$ cat src/rtl/mem_resp_pkg.sv
// mem_resp_pkg
//   Shared types and constants for the memory port responder:
//   FSM state encoding, word/byte widths and the wait-counter width.
package mem_resp_pkg;

  typedef enum logic [1:0] {
    IDLE = 2'd0,
    BUSY = 2'd1,
    RESP = 2'd2
  } state_t;

  localparam int WORD_W = 32;
  localparam int BYTE_W = 8;
  localparam int WAIT_W = 4;

endpackage

$ cat src/rtl/mem_resp_bank.sv
// mem_resp_bank
//   Byte-organised storage of DEPTH_BYTES bytes with one little-endian word
//   write port and one combinational word read port. Both ports share the
//   same word index; byte lane k of the word sits at byte address 4*word+k.
//   Contents are never reset.
// Ports:
//   clk      in   rising-edge clock
//   i_word   in   word index (byte address >> 2)
//   i_we     in   write the full word at i_word on this edge
//   i_wdata  in   write data, bits 7:0 go to the lowest byte address
//   o_rdata  out  combinational word read at i_word
module mem_resp_bank
  import mem_resp_pkg::*;
#(
  parameter int DEPTH_BYTES = 256,
  parameter int ADDR_W      = $clog2(DEPTH_BYTES)
) (
  input  logic              clk,
  input  logic [ADDR_W-3:0] i_word,
  input  logic              i_we,
  input  logic [WORD_W-1:0] i_wdata,
  output logic [WORD_W-1:0] o_rdata
);

  logic [BYTE_W-1:0] r_mem [DEPTH_BYTES];

  always_ff @(posedge clk) begin
    if (i_we) begin
      for (int k = 0; k < 4; k++) begin
        r_mem[{i_word, 2'(k)}] <= i_wdata[k*BYTE_W +: BYTE_W];
      end
    end
  end

  always_comb begin
    o_rdata = '0;
    for (int k = 0; k < 4; k++) begin
      o_rdata[k*BYTE_W +: BYTE_W] = r_mem[{i_word, 2'(k)}];
    end
  end

endmodule

$ cat src/rtl/mem_port_responder.sv
// mem_port_responder
//   Word-wide memory responder with a req/ready handshake and WAIT_CYCLES
//   programmable wait states. An access is accepted in IDLE, waits in BUSY,
//   and executes on the edge that enters RESP, where ready pulses for one
//   cycle. Misaligned or out-of-range addresses raise fault and return 0
//   without touching storage.
// Ports:
//   clk    in   rising-edge clock
//   reset  in   synchronous active-high reset (aborts any pending access)
//   req    in   request; addr/we/wdata valid while high
//   we     in   1 = write, 0 = read
//   addr   in   byte address of the word
//   wdata  in   write data (bits 7:0 -> lowest byte address)
//   ready  out  one-cycle completion strobe
//   rdata  out  registered read data
//   fault  out  error flag, valid with ready and held until the next access
module mem_port_responder
  import mem_resp_pkg::*;
#(
  parameter int DEPTH_BYTES = 256,
  parameter int WAIT_CYCLES = 2
) (
  input  logic              clk,
  input  logic              reset,
  input  logic              req,
  input  logic              we,
  input  logic [WORD_W-1:0] addr,
  input  logic [WORD_W-1:0] wdata,
  output logic              ready,
  output logic [WORD_W-1:0] rdata,
  output logic              fault
);

  localparam int                ADDR_W   = $clog2(DEPTH_BYTES);
  localparam logic [WORD_W-1:0] MAX_ADDR = WORD_W'(DEPTH_BYTES - 4);
  localparam logic [WAIT_W-1:0] CNT_LOAD =
    (WAIT_CYCLES == 0) ? '0 : WAIT_W'(WAIT_CYCLES - 1);

  state_t            r_state;
  state_t            w_state_nxt;
  logic [WAIT_W-1:0] r_cnt;
  logic [WAIT_W-1:0] w_cnt_nxt;
  logic              w_enter_resp;

  logic [WORD_W-1:0] r_addr;
  logic              r_we;
  logic [WORD_W-1:0] r_wdata;
  logic [WORD_W-1:0] r_rdata;
  logic              r_fault;

  logic [WORD_W-1:0] w_acc_addr;
  logic              w_acc_we;
  logic [WORD_W-1:0] w_acc_wdata;
  logic              w_acc_fault;
  logic              w_bank_we;
  logic [WORD_W-1:0] w_bank_rdata;

  // With zero wait states RESP is entered straight from IDLE, before the
  // request latches are loaded, so the access uses the live inputs then.
  assign w_acc_addr  = (r_state == IDLE) ? addr  : r_addr;
  assign w_acc_we    = (r_state == IDLE) ? we    : r_we;
  assign w_acc_wdata = (r_state == IDLE) ? wdata : r_wdata;

  assign w_acc_fault = (w_acc_addr[1:0] != 2'b00) || (w_acc_addr > MAX_ADDR);

  // Reset must win over the RESP-entry edge so an aborted write never lands.
  assign w_bank_we = w_enter_resp && w_acc_we && !w_acc_fault && !reset;

  always_comb begin
    w_state_nxt  = r_state;
    w_cnt_nxt    = r_cnt;
    w_enter_resp = 1'b0;
    case (r_state)
      IDLE: begin
        if (req) begin
          w_cnt_nxt = CNT_LOAD;
          if (WAIT_CYCLES == 0) begin
            w_state_nxt  = RESP;
            w_enter_resp = 1'b1;
          end else begin
            w_state_nxt = BUSY;
          end
        end
      end
      BUSY: begin
        if (r_cnt != '0) begin
          w_cnt_nxt = r_cnt - 1'b1;
        end else begin
          w_state_nxt  = RESP;
          w_enter_resp = 1'b1;
        end
      end
      RESP:    w_state_nxt = IDLE;
      default: w_state_nxt = IDLE;
    endcase
  end

  always_ff @(posedge clk) begin
    if (reset) begin
      r_state <= IDLE;
      r_cnt   <= '0;
      r_rdata <= '0;
      r_fault <= 1'b0;
    end else begin
      r_state <= w_state_nxt;
      r_cnt   <= w_cnt_nxt;
      if (w_enter_resp) begin
        r_fault <= w_acc_fault;
        if (w_acc_fault) begin
          r_rdata <= '0;
        end else if (!w_acc_we) begin
          r_rdata <= w_bank_rdata;
        end
      end
    end
  end

  // Request latches carry data only and need no reset.
  always_ff @(posedge clk) begin
    if ((r_state == IDLE) && req) begin
      r_addr  <= addr;
      r_we    <= we;
      r_wdata <= wdata;
    end
  end

  mem_resp_bank #(
    .DEPTH_BYTES(DEPTH_BYTES),
    .ADDR_W     (ADDR_W)
  ) u_bank (
    .clk    (clk),
    .i_word (w_acc_addr[ADDR_W-1:2]),
    .i_we   (w_bank_we),
    .i_wdata(w_acc_wdata),
    .o_rdata(w_bank_rdata)
  );

  assign ready = (r_state == RESP);
  assign rdata = r_rdata;
  assign fault = r_fault;

endmodule
$ cat config.mk
export PLATFORM = sky130hd
export DESIGN_NAME = mem_port_responder
export DESIGN_NICKNAME = d
export VERILOG_FILES = /design/src/rtl/mem_resp_pkg.sv /design/src/rtl/mem_resp_bank.sv /design/src/rtl/mem_port_responder.sv
export SDC_FILE = /design/constraint.sdc
export NUM_CORES = 2
export LEC_CHECK = 0
export ABC_AREA = 1
export CAP_MARGIN = 15
export CORE_UTILIZATION = 30
export DETAILED_ROUTE_END_ITERATION = 16
export MAX_ROUTING_LAYER = met4
export SYNTH_ARGS = -nofsm -noshare
export SYNTH_HDL_FRONTEND = slang
export SYNTH_SLANG_ARGS = --single-unit
$ cat constraint.sdc
create_clock -name clk -period 9.35 [get_ports clk]
set_input_delay 1.87 -clock clk [delete_from_list [all_inputs] [get_ports clk]]
set_output_delay 1.87 -clock clk [all_outputs]
set_load 0.1 [all_outputs]
; ---- Yosys cells after proc, flatten, opt, wreduce, memory -nomap -nowiden
; Memories as Yosys holds them, arrays and structs flattened.
; Index checks and enable logic that the tools add are counted.
[totals]
mem_bits_ro = 0
input_bits = 68
elab_cells = 45
latch_bits = 0
ram_bits = 2048
mem_count = 1
regBits = 104
output_inout_bits = 34
[memory_table]
columns = memory, words, word_bits, rd, rd_ports_with_merged_regs, write_ports, line_no
row1 = u_bank.r_mem, 256, 8, 4, 0, 4, mem_resp_bank.sv:25  ; logic [BYTE_W-1:0] r_mem [DEPTH_BYTES];
[classes]
n_addsub = 1
div = 0
n_shift = 0
n_bitwise = 0
n_eq_ne = 6
n_mul = 0
mux = 15
n_reduce_logical = 14
order_cmp = 1
[op_table]
columns = op, count
row1 = $mux 32, 4
row2 = $gt 32x8->1 const B, 1
row3 = $mux 4, 2
row4 = $pmux 4 s2, 1
row5 = $ne 2x2->1 const B, 3
row6 = $mux 1, 5
row7 = $logic_and 1x1->1, 4
row8 = $mux 2, 2
row9 = $pmux 2 s2, 1
row10 = $reduce_and 2->1, 2
row11 = $reduce_bool 2->1, 2
row12 = $reduce_bool 4->1, 1
row13 = $sub 4x1->4 const B, 1
row14 = $reduce_and 3->1, 1
row15 = $eq 2x1->1 const B, 1
row16 = $eq 2x2->1 const B, 1
row17 = $logic_not 1->1, 2
row18 = $logic_not 2->1, 1
row19 = $ne 2x1->1 const B, 1
row20 = $logic_or 1x1->1, 1

; ---- Longest topological paths before layout
[depth]
depth_word = 9
ltp_mapped = 17
depth_no_buf = 15

; ---- Hierarchy
; From an unflattened synthesis, not the netlist that was laid out.
[hier_totals]
hier_cells = 8930
hier_area_um2 = 90391.7
[modules_own_cells]
columns = mod, seq_area_each_um2, n_inst, area_each_um2, cells_each
row1 = mem_resp_bank, 61499.0, 1, 85862.3, 8408
row2 = mem_port_responder, 2732.6, 1, 4529.3, 522

; ---- Least setup slack after synthesis
; Ideal clock, no wire load.
[synth_timing]
kind = input to register
startpoint = input port addr[29]
endpoint = memory u_bank.r_mem[128][0] (netlist: u_bank.r_mem[32][0]) (enable)
t_arrival_ns = 5.923
setup_ns = 0.502
path_stages = 9
slack_ns = 2.925
cell_sequence = nor2_1 > nand2_1 > nor2_1 > nand2_1 > nand2_1 > nand4_1 > nor3_2 > nand2_1 > nor4_1
[synth_rtl]
columns = element, line_no
row1 = from (decl), mem_port_responder.sv:27  ; input logic [WORD_W-1:0] addr,
row2 = to (decl), mem_resp_bank.sv:25

; ---- Worst setup path in the final report
[layout_timing]
startpoint = input port addr[2]
endpoint = register r_rdata[18] (netlist: rdata[18])
[layout_between]
elab_chain_cells = 5
elab_cells_between_ends = 8
classes_between = order compare: 1 / eq/ne: 1 / mux: 3 / reduce/logical: 2 / memory: 1
[layout_rtl]
columns = element, line_no
row1 = $mux 32 *, mem_port_responder.sv:60  ; assign w_acc_addr = (r_state == IDLE) ? addr : r_addr;
row2 = $gt 32x8->1, mem_port_responder.sv:64  ; assign w_acc_fault = (w_acc_addr[1:0] != 2'b00) || (w_acc_addr > MAX_ADDR);
row3 = $logic_or 1x1->1, mem_port_responder.sv:64
row4 = $ne 2x1->1 (no source line), -
row5 = $reduce_and 2->1 (no source line), -
row6 = to (signal assigned), mem_port_responder.sv:112  ; r_rdata <= w_bank_rdata;
row7 = to (decl), mem_port_responder.sv:48  ; logic [WORD_W-1:0] r_rdata;
; Mark *: on every way between the ends. The rest lies on a longest branch, timed or not. The select of a mux whose other input is x is not followed.
; A chain may end at the register's enable or synchronous reset.

==> flow_summary.yaml <==
global_route:
  track_usage_pct: 17.9
  antenna_found_initial: 15
  grt_pass1_wl_mm: 395
  overflow: 0
  grt_pass1_vias: 56300
  grt_max_degree: 166
setup_path:
  start_kind: "input port"
  cp-startpoint: "addr[2]"
  slowest_delay_ns: 0.79
  crit_chain: "clkdlybuf4s50_1, inv_1, nand2_4, nand2_8, buf_12, buf_4, nand2_1, nand3_1, nand2_1, o21ai_1, nand2_1, nor2_1, nand3_1, a21oi_1"
  arrival_ns: 6.69
  critPathMaxFanout: 139
  r2r_start: "r_state[1]"
  cp-end-kind: "flip-flop"
  critPathRequiredTime_ns: 10.13
  path_class: "input port to flip-flop"
  rr_worst_depth: 15
  reg2reg_to: "rdata[18]"
  reg2reg_slack_ns: 3.94
  crit_slowest_cell: "buf_4"
  cp_common_cell: "nand2_1"
detailed_routing:
  initialDrtViolationCount: 7045
  totalWireLength_mm: 273
  wire_per_inst_um: 21.0
  vias: 61100
  vias_per_cell: 4.71
  final_antenna_net_count: 0
  dr.pass1.iters: 5
  drc: 0
clock_tree:
  cts_resized: 0
  cts_tree: "built"
  cts_buffer_depth: 4
  post_cts_buffers: 0
  clk_latency_ns: 0.93
  clk_pin_slew_ns: 0.06
  cts_hold_buf: 0
  clock-sinks: 2152
  htree_num_levels: 4
  cts-root-buf: "clkbuf_16"
  cts_buffers: 215
sta:
  slew_viol_final: 0
  rsz0062_at_grt: "no"
  fmax_mhz: 169
  worst_clock_skew_ns: 0.127
  finalCriticalPeriod_ns: 5.91
  final_hold_viol_count: 0
  tightest_slew_ns: 1.19
  relSlewSlack_pct: 19.9
  setup_tns_ns: 0
  setup_viol: 0
  fin_crit_sh_pct: 63.2
finish:
  final_net_count: 8914
  synthToLayoutAreaGrowth_pct: 13.8
  instances_no_fill: 13000
  drive_gt1_share_pct: 6.17
  fill_cells: 29800
  multi_input_area_um2: 22000
  seq_area_um2: 64200
  utilization_pct: 34.3
synthesis:
  synth-seq-cells: 2152
  synth_cell_types: 30
  ys_seq_area_share_pct: 70.3
  synth_fp_nets: 8913
  syn_area_per_cell_um2: 10.3
  ys_warn_count: 0
  syn_area_um2: 91400
  netlist_instances: 8843
power:
  p_leak_nw: 42.2
  p_comb_share_pct: 15.1
  pwr-share-clk_pct: 37.0
  powerDensity_nw_per_um2: 220
  internal-power_mw: 16.4
  seq_power_share_pct: 47.9
  p_switching_mw: 6.49
  p_sw_share_pct: 28.4
  p_total_mw: 22.9
  vdd_drop_max_mv: 0.158
place:
  portBuffers: 101
  dp_cells: 12600
  gp_congestion: 0.868
  dp_hpwl_mm: 155
min_path:
  min_to: "r_cnt[3]"
  holdPathStages: 2
  holdCritStartpoint: "r_cnt[3]"
  hold_path.class: "flip-flop to flip-flop"
floorplan:
  ios: 102
  start_util_pct: 30.2
  dieWidth_um: 554
  rows: 202
  die_y_um: 554
  die_area_um2: 307000
  core_region_area_um2: 303000
status:
  status: "finished clean"
run:
  cap_violations: 0
## through the flow
step | instance area, um^2 | worst slack (ns) | hold slack [ns]
floorplan | 91400 | 2.93 | 0.471
global placement | 97000 | 2.63 | 0.498
detailed placement | 97200 | 2.64 | 0.509
CTS | 104000 | 3.54 | 0.521
global route | 104000 | 3.25 | 0.543
finish | 104000 | 3.44 | 0.519
## Yosys cell counts
master    number  area [um^2]
buf_6          2         22.5
a311oi_1       1         8.76
nor2_2         1         6.26
nand3b_1      43          323
nand3_1      841         4210
inv_1       1003         3760
nand2_1     3900        14600
o21ai_0       31          155
nand2_4        1         11.3
nor2_1       186          698
inv_2          4         15.0
a21oi_1       94          470
edfxtp_1    2113        63500
and2_1         6         37.5
and2_0         3         18.8
nor3_2         2         20.0
o31ai_1        1         7.51
ha_1           2         25.0
dfxtp_1       39          781
nor3_1        11         55.1
o21ai_2        3         26.3
nand2_2        6         37.5
clkinv_1       3         11.3
buf_4         22          165
buf_2        231         1160
nor4_1         2         12.5
o21ai_1       68          340
clkbuf_1     153          574
buf_1         39          146
nand4_1       32          200
## kinds of logic (layout without fill, tap and decap cells)
| logic type | after synthesis | in the layout | synth area share, % |
|---|---|---|---|
| simple gates | 5034 | 5034 | 22.2 |
| flops | 2152 | 2152 | 70.3 |
| buf+inv | 1457 | 1628 | 6.41 |
| compound gates | 198 | 198 | 1.10 |
| fa+ha+maj | 2 | 2 | 0.0274 |
| other cells | 0 | 2 | 0 |
## per-layer routing
metal  share of wire [%]  GRT usage [%]
met4                 4.8           7.47
met5                   0              -
met2                  46           27.7
met1                  42           23.5
met3                 7.7           2.46
## worst max path at each step
stage,to
after global routing,rdata[18]
after CTS,rdata[18]
after global placement,rdata[18]
after detailed placement,rdata[18]
final,rdata[18]
after floorplan,u_bank.r_mem[32][0]
## cells in the final DEF (no fill, tap or decap), drive strengths merged, types with 16 or more instances in the layout
| master | n |
|---|---|
| clkinv | 83 |
| a21oi | 94 |
| nand4 | 32 |
| nor2 | 187 |
| dfxtp | 39 |
| buf | 131 |
| nand3b | 43 |
| o21ai | 102 |
| bufinv | 16 |
| clkdlybuf4s50 | 100 |
| nand3 | 841 |
| edfxtp | 2113 |
| clkbuf | 283 |
| nand2 | 3907 |
| inv | 1014 |
## worst max-delay path, delay by kind of cell
| family | cells | cell delay (ns) |
|---|---|---|
| buffers and inverters | 4 | 1.98 |
| AND/OR/NAND/NOR | 8 | 1.89 |
| AO/OA/AOI/OAI | 2 | 0.72 |
## registers in the layout (all words and copies together), names as in the netlist
name,flops
r_cnt,4
rdata,32
fault,1
r_state,2
r_addr,32
r_wdata,32
u_bank.r_mem,2048
r_we,1
## power groups by stage
| stage | Combinational (mW) | Sequential (mW) | Clock [mW] |
|---|---|---|---|
| after detailed placement | 3.43 | 11.2 | 0 |
| after global placement | 3.42 | 11.2 | 0 |
| after global routing | 3.72 | 11.0 | 8.91 |
| after floorplan | 1.94 | 11.2 | 0 |
| final | 3.45 | 11.0 | 8.47 |
| after CTS | 3.44 | 11.0 | 8.56 |
## cell type report
type                    count  area share [%]
diodes                      2         0.00481
inverters                1010            3.64
repair buffers            231            2.18
well taps                3978            4.78
clock inverters           104           0.930
flip-flops and latches   2152            61.7
multi-input cells        5234            21.2
clock buffers             283            5.53
Power figures use the tool's default switching activity.
